$ cat config.mk
export PLATFORM = sky130hd
export DESIGN_NAME = imem_loader
export DESIGN_NICKNAME = d
export VERILOG_FILES = /design/src/rtl/imem_loader.sv
export SDC_FILE = /design/constraint.sdc
export NUM_CORES = 1
export LEC_CHECK = 0
export CAP_MARGIN = 20
export CORE_MARGIN = 2
export CORE_UTILIZATION = 45
export CTS_CLUSTER_SIZE = 12
export DETAILED_ROUTE_END_ITERATION = 16
export PLACE_DENSITY = 0.71
export SYNTH_ARGS = -nofsm -noshare
export SYNTH_HDL_FRONTEND = slang
export SYNTH_SLANG_ARGS = --single-unit
export TNS_END_PERCENT = 100
$ cat constraint.sdc
create_clock -name clk -period 2.05 [get_ports clk]
set_input_delay 0.3075 -clock clk [delete_from_list [all_inputs] [get_ports clk]]
set_output_delay 0.3075 -clock clk [all_outputs]
set_load 0.01 [all_outputs]
$ cat src/rtl/imem_loader.sv
// Byte-stream program loader: assembles big-endian words into instruction memory and holds the core in reset while loading.
// Optional running-XOR checksum of written words is built when IMEM_LOADER_CKSUM_EN is defined.
module imem_loader #(
  parameter int                ADDR_W    = 10,
  parameter logic [ADDR_W-1:0] BASE_ADDR = '0
) (
  input  logic              clk,
  input  logic              rst,
  input  logic              load_req,
  input  logic              s_valid,
  input  logic [7:0]        s_data,
  input  logic              s_last,
  output logic              s_ready,
  output logic              imem_we,
  output logic [ADDR_W-1:0] imem_addr,
  output logic [31:0]       imem_wdata,
  output logic              core_rst,
  output logic              busy,
  output logic              err,
  output logic [ADDR_W:0]   word_count
`ifdef IMEM_LOADER_CKSUM_EN
  ,
  input  logic [31:0]       cksum_exp,
  output logic [31:0]       cksum
`endif
);

  typedef enum logic [2:0] {IDLE, LOAD, WRITE, DRAIN, RUN} state_t;

  localparam logic [ADDR_W-1:0] ADDR_MAX = '1;
  localparam logic [ADDR_W:0]   CNT_MAX  = {1'b1, {ADDR_W{1'b0}}};

  state_t              state_q, state_d;
  logic [31:0]         word_q, word_d;
  logic [1:0]          byte_cnt_q, byte_cnt_d;
  logic [ADDR_W-1:0]   addr_q, addr_d;
  logic                last_q, last_d;
  logic                err_q, err_d;
  logic [ADDR_W:0]     word_count_q, word_count_d;
  logic [31:0]         shifted;
  logic                accept;
  logic                start;
  logic                cksum_ok;

  function automatic logic [ADDR_W:0] sat_inc(input logic [ADDR_W:0] c);
    return (c == CNT_MAX) ? c : c + 1'b1;
  endfunction

  // Left-justify a short final word: n is the count of bytes already held before the last one.
  function automatic logic [31:0] justify(input logic [31:0] w, input logic [1:0] n);
    case (n)
      2'd0:    return {w[7:0], 24'h0};
      2'd1:    return {w[15:0], 16'h0};
      2'd2:    return {w[23:0], 8'h0};
      default: return w;
    endcase
  endfunction

  assign shifted = {word_q[23:0], s_data};
  assign accept  = s_valid & s_ready;
  assign start   = ((state_q == IDLE) || (state_q == RUN)) && load_req;

`ifdef IMEM_LOADER_CKSUM_EN
  logic [31:0] cksum_q, cksum_d;
  // The final word is not yet folded into cksum_q during its WRITE cycle.
  assign cksum_ok = ((cksum_q ^ word_q) == cksum_exp);
  assign cksum    = cksum_q;
`else
  assign cksum_ok = 1'b1;
`endif

  always_ff @(posedge clk or negedge rst) begin
    if (!rst) state_q <= IDLE;
    else      state_q <= state_d;
  end

  always_comb begin
    state_d = state_q;
    unique case (state_q)
      IDLE, RUN: if (load_req) state_d = LOAD;
      LOAD:      if (accept && (s_last || byte_cnt_q == 2'd3)) state_d = WRITE;
      WRITE: begin
        if (last_q)                  state_d = cksum_ok ? RUN : IDLE;
        else if (addr_q == ADDR_MAX) state_d = DRAIN;
        else                         state_d = LOAD;
      end
      DRAIN:     if (accept && s_last) state_d = IDLE;
      default:   state_d = IDLE;
    endcase
  end

  always_comb begin
    s_ready    = (state_q == LOAD) || (state_q == DRAIN);
    imem_we    = (state_q == WRITE);
    core_rst   = (state_q != RUN);
    busy       = (state_q == LOAD) || (state_q == WRITE) || (state_q == DRAIN);
    imem_addr  = addr_q;
    imem_wdata = word_q;
    err        = err_q;
    word_count = word_count_q;
  end

  always_comb begin
    word_d       = word_q;
    byte_cnt_d   = byte_cnt_q;
    addr_d       = addr_q;
    last_d       = last_q;
    err_d        = err_q;
    word_count_d = word_count_q;
`ifdef IMEM_LOADER_CKSUM_EN
    cksum_d      = cksum_q;
`endif
    if (start) begin
      byte_cnt_d   = '0;
      addr_d       = BASE_ADDR;
      last_d       = 1'b0;
      err_d        = 1'b0;
      word_count_d = '0;
`ifdef IMEM_LOADER_CKSUM_EN
      cksum_d      = '0;
`endif
    end
    if (state_q == LOAD && accept) begin
      byte_cnt_d = byte_cnt_q + 2'd1;
      if (s_last) begin
        last_d = 1'b1;
        word_d = justify(shifted, byte_cnt_q);
        if (byte_cnt_q != 2'd3) err_d = 1'b1;
      end else begin
        word_d = shifted;
      end
    end
    if (state_q == WRITE) begin
      addr_d       = addr_q + 1'b1;
      word_count_d = sat_inc(word_count_q);
      byte_cnt_d   = '0;
      if (!last_q && addr_q == ADDR_MAX) err_d = 1'b1;
      if (last_q && !cksum_ok)           err_d = 1'b1;
`ifdef IMEM_LOADER_CKSUM_EN
      cksum_d      = cksum_q ^ word_q;
`endif
    end
  end

  always_ff @(posedge clk or negedge rst) begin
    if (!rst) begin
      word_q       <= '0;
      byte_cnt_q   <= '0;
      addr_q       <= BASE_ADDR;
      last_q       <= 1'b0;
      err_q        <= 1'b0;
      word_count_q <= '0;
`ifdef IMEM_LOADER_CKSUM_EN
      cksum_q      <= '0;
`endif
    end else begin
      word_q       <= word_d;
      byte_cnt_q   <= byte_cnt_d;
      addr_q       <= addr_d;
      last_q       <= last_d;
      err_q        <= err_d;
      word_count_q <= word_count_d;
`ifdef IMEM_LOADER_CKSUM_EN
      cksum_q      <= cksum_d;
`endif
    end
  end

endmodule

==> impl_metrics.ini <==
[cts]
root_buffer = clkbuf_8
numCtsBuffers = 9
cts_num_sinks = 60
clkLatencyLatePin_ns = 0.33
clkTransAtPathRegs_ns = 0.06
cts_tree = yes
postCtsSetupBuffers = 0
htreeDepth = 3
clk_path_buf_depth = 2

[cells_and_area]
final_area_um2 = 4220
antenna_cells = 0
post-route-util = 0.618
stdcell_count = 517
final_cell_mix = 68 x clkdlybuf4s50_1, 60 x dfrtp_1, 58 x nand2_1, 26 x nand3_1, 22 x o21ai_0
post_route_cells_drive_above_1_share = 0.0974
final_common_cell = clkdlybuf4s50_1
fin_nets = 438
fill_cells = 619
area_delta_synth_final_pct = 32.5

[drt]
dr.first_iter.drc_count = 184
ant_nets = 0
wirelength_um = 7630
wl_met1_um = 3430
viasPerCell = 5.62
drc = 0
wl_met3_um = 429
post_drt_wl_per_cell_um = 14.8
dr_wl_met2_um = 3680
route.vias.total = 2904
routed.top_layer = met4
first_pass_iters = 8

[worst_setup_path]
crit_path_end_kind = output port
crit_chain = buf_4, nor2b_2, clkdlybuf4s50_1
start_kind = flip-flop
path_class = flip-flop to output port
critPathTopFamily = buffers and inverters
cp_max_fo = 10
cp.required_ns = 1.74
slowest_delay_ns = 0.56
crit_slowest_cell = clkdlybuf4s50_1
arrival_ns = 1.64
path_buf_inv = 2

[status]
outcome = finished clean

[timing]
relSlewSlack = 0.686
rsz0062_at_grt = no
finalHoldViolations = 0
finalSetupViolations = 0
tightest_slew_ns = 0.471
period_minus_slack_ns = 1.95
fin_skew_ns = 0.00652
drv_slew = 0
hold_ws_ns = 0.479
fin_setup_tns_ns = 0
fin_crit_sh = 0.951
fmax_mhz = 513

[synth]
muxShareOfSynthArea = 0.0354
yosys.area_share.xor_xnor = 0
synthesis.nets = 365
synth_compound_area_frac = 0.176
syn-cell-area_um2 = 3180
synth_seq_cells = 60
syn_inst = 344
yosys.area_share.adder = 0.0314
synthSimpleGateAreaFrac = 0.237
ys.warnings.count = 0
yosysUniqueCellTypes = 43
synth-seq-area-share = 0.472
synth_area_per_cell_um2 = 9.26
synth_top_family_by_area = simple AND/OR/NAND/NOR gates

[power_and_ir_drop]
p_leak_nw = 1.76
p_per_area_nw_per_um2 = 1290
p_switching_mw = 2.07
seqPwrFrac = 0.367
p_comb_frac = 0.462
p_clk_frac = 0.171
irDropWorstVdd_uv = 697
p_int_mw = 3.39
swShare = 0.380

[floorplan]
dieHeight_um = 88.1
dieArea_um2 = 7770
rows = 30
initial_core_util = 0.466
ios = 71
core-area_um2 = 6830
die_w_um = 88.1

[placement]
post-place-cells = 501
dp_hpwl_um = 5260
gp_congestion = 0.857
place_area_um2 = 4040
io_buffers = 70

[grt]
grt_max_degree = 38
grt_pass1_wl_um = 12900
grt_pass1_vias = 2718
antenna_found_initial = 0
overflow = 0
grt_usage = 0.209

[min_path]
hp-class = flip-flop to flip-flop

[run]
cap_viol_max_count = 0
[logic make-up after synthesis]
kind of cell	after synthesis
AND/OR/NAND/NOR	150
AO/OA/AOI/OAI	80
flip-flops	60
buffers and inverters	35
multiplexers	11
adder cells (fa/ha/maj)	8
[final cells by class]
class                   count  area, µm²  area share
multi-input cells         249       1550       0.368
flip-flops and latches     60       1500       0.356
repair buffers             88        845       0.200
clock buffers              13        159      0.0377
well taps                  96        120      0.0285
inverters                   9       33.8     0.00800
clock inverters             2       10.0     0.00237
[flip-flops by register name (all words and copies together) (netlist names)]
signal	flops
last_q	1
imem_addr	10
err	1
byte_cnt_q	2
imem_wdata	32
state_q	3
word_count	11
[routing by layer]
metal / vias to the layer above / GRT usage
met3: 9 / 0.0358
met5: - / 0
met2: 108 / 0.332
met1: 1382 / 0.291
li1: 1405 / -
met4: 0 / 0.0744
[tightest hold or removal path: stages, from the launching register on]
cell and delay [ns]:
dfrtp_1 0.34, nand2_1 0.04, o21ai_0 0.06
[synthesized netlist by cell type (all sizes together)]
master | instances | area, µm²
a211o | 1 | 8.76
a21o | 1 | 7.51
a21oi | 5 | 25.0
a221oi | 8 | 70.1
a222oi | 8 | 80.1
a22o | 1 | 8.76
a31oi | 12 | 75.1
and2 | 9 | 56.3
and4 | 1 | 8.76
buf | 8 | 52.6
clkbuf | 18 | 67.6
dfrtp | 60 | 1500
ha | 8 | 100
inv | 9 | 33.8
mux2 | 2 | 22.5
mux2i | 9 | 90.1
nand2 | 58 | 218
nand2b | 4 | 25.0
nand3 | 26 | 130
nand3b | 3 | 22.5
nand4 | 4 | 25.0
nand4bb | 2 | 22.5
nor2 | 21 | 78.8
nor2b | 3 | 18.8
nor3 | 1 | 5.00
nor3b | 2 | 15.0
nor4 | 6 | 50.0
nor4b | 1 | 8.76
nor4bb | 1 | 10.0
o211a | 1 | 10.0
o211ai | 3 | 22.5
o21ai | 22 | 110
o22a | 1 | 8.76
o311ai | 3 | 26.3
o31ai | 11 | 82.6
o41ai | 3 | 26.3
or3 | 3 | 18.8
or3b | 3 | 26.3
or4 | 2 | 15.0
[power groups by stage]
stage | combinational (mW) | clock, mW | sequential (mW)
floorplan | 1.21 | 0 | 2.10
global placement | 2.48 | 0 | 2.01
detailed placement | 2.52 | 0 | 2.02
CTS | 2.55 | 0.951 | 2.01
global route | 2.80 | 1.01 | 2.07
finish | 2.53 | 0.933 | 2.00
[stage by stage]
stage	worst slack [ns]	power (mW)
detailed placement	0.132	4.54
CTS	0.0806	5.50
floorplan	0.333	3.31
global placement	0.142	4.49
global route	0.00779	5.87
finish	0.101	5.46
[worst paths after layout]
| check | startpoint | to | slack (ns) | cells past startpoint |
|---|---|---|---|---|
| max | state_q[0] | s_ready | 0.10 | 3 |
| min | imem_wdata[25] | imem_wdata[25] | 0.48 | 2 |
| max reg2reg | state_q[2] | word_count[8] | 0.28 | 4 |
| min reg2reg | imem_wdata[25] | imem_wdata[25] | 0.48 | 2 |
| max in group asynchronous | rst | byte_cnt_q[1] | 1.14 | 3 |
| min in group asynchronous | rst | word_count[6] | 0.51 | 3 |
[repair_timing]
item / CTS / global route
endpoints found under the setup margin: 1 / 0
resized for setup: 3 / 0
hold buffers: 1 / 0
hold endpoints to repair: 23 / 0
Power figures use the tool's default switching activity.
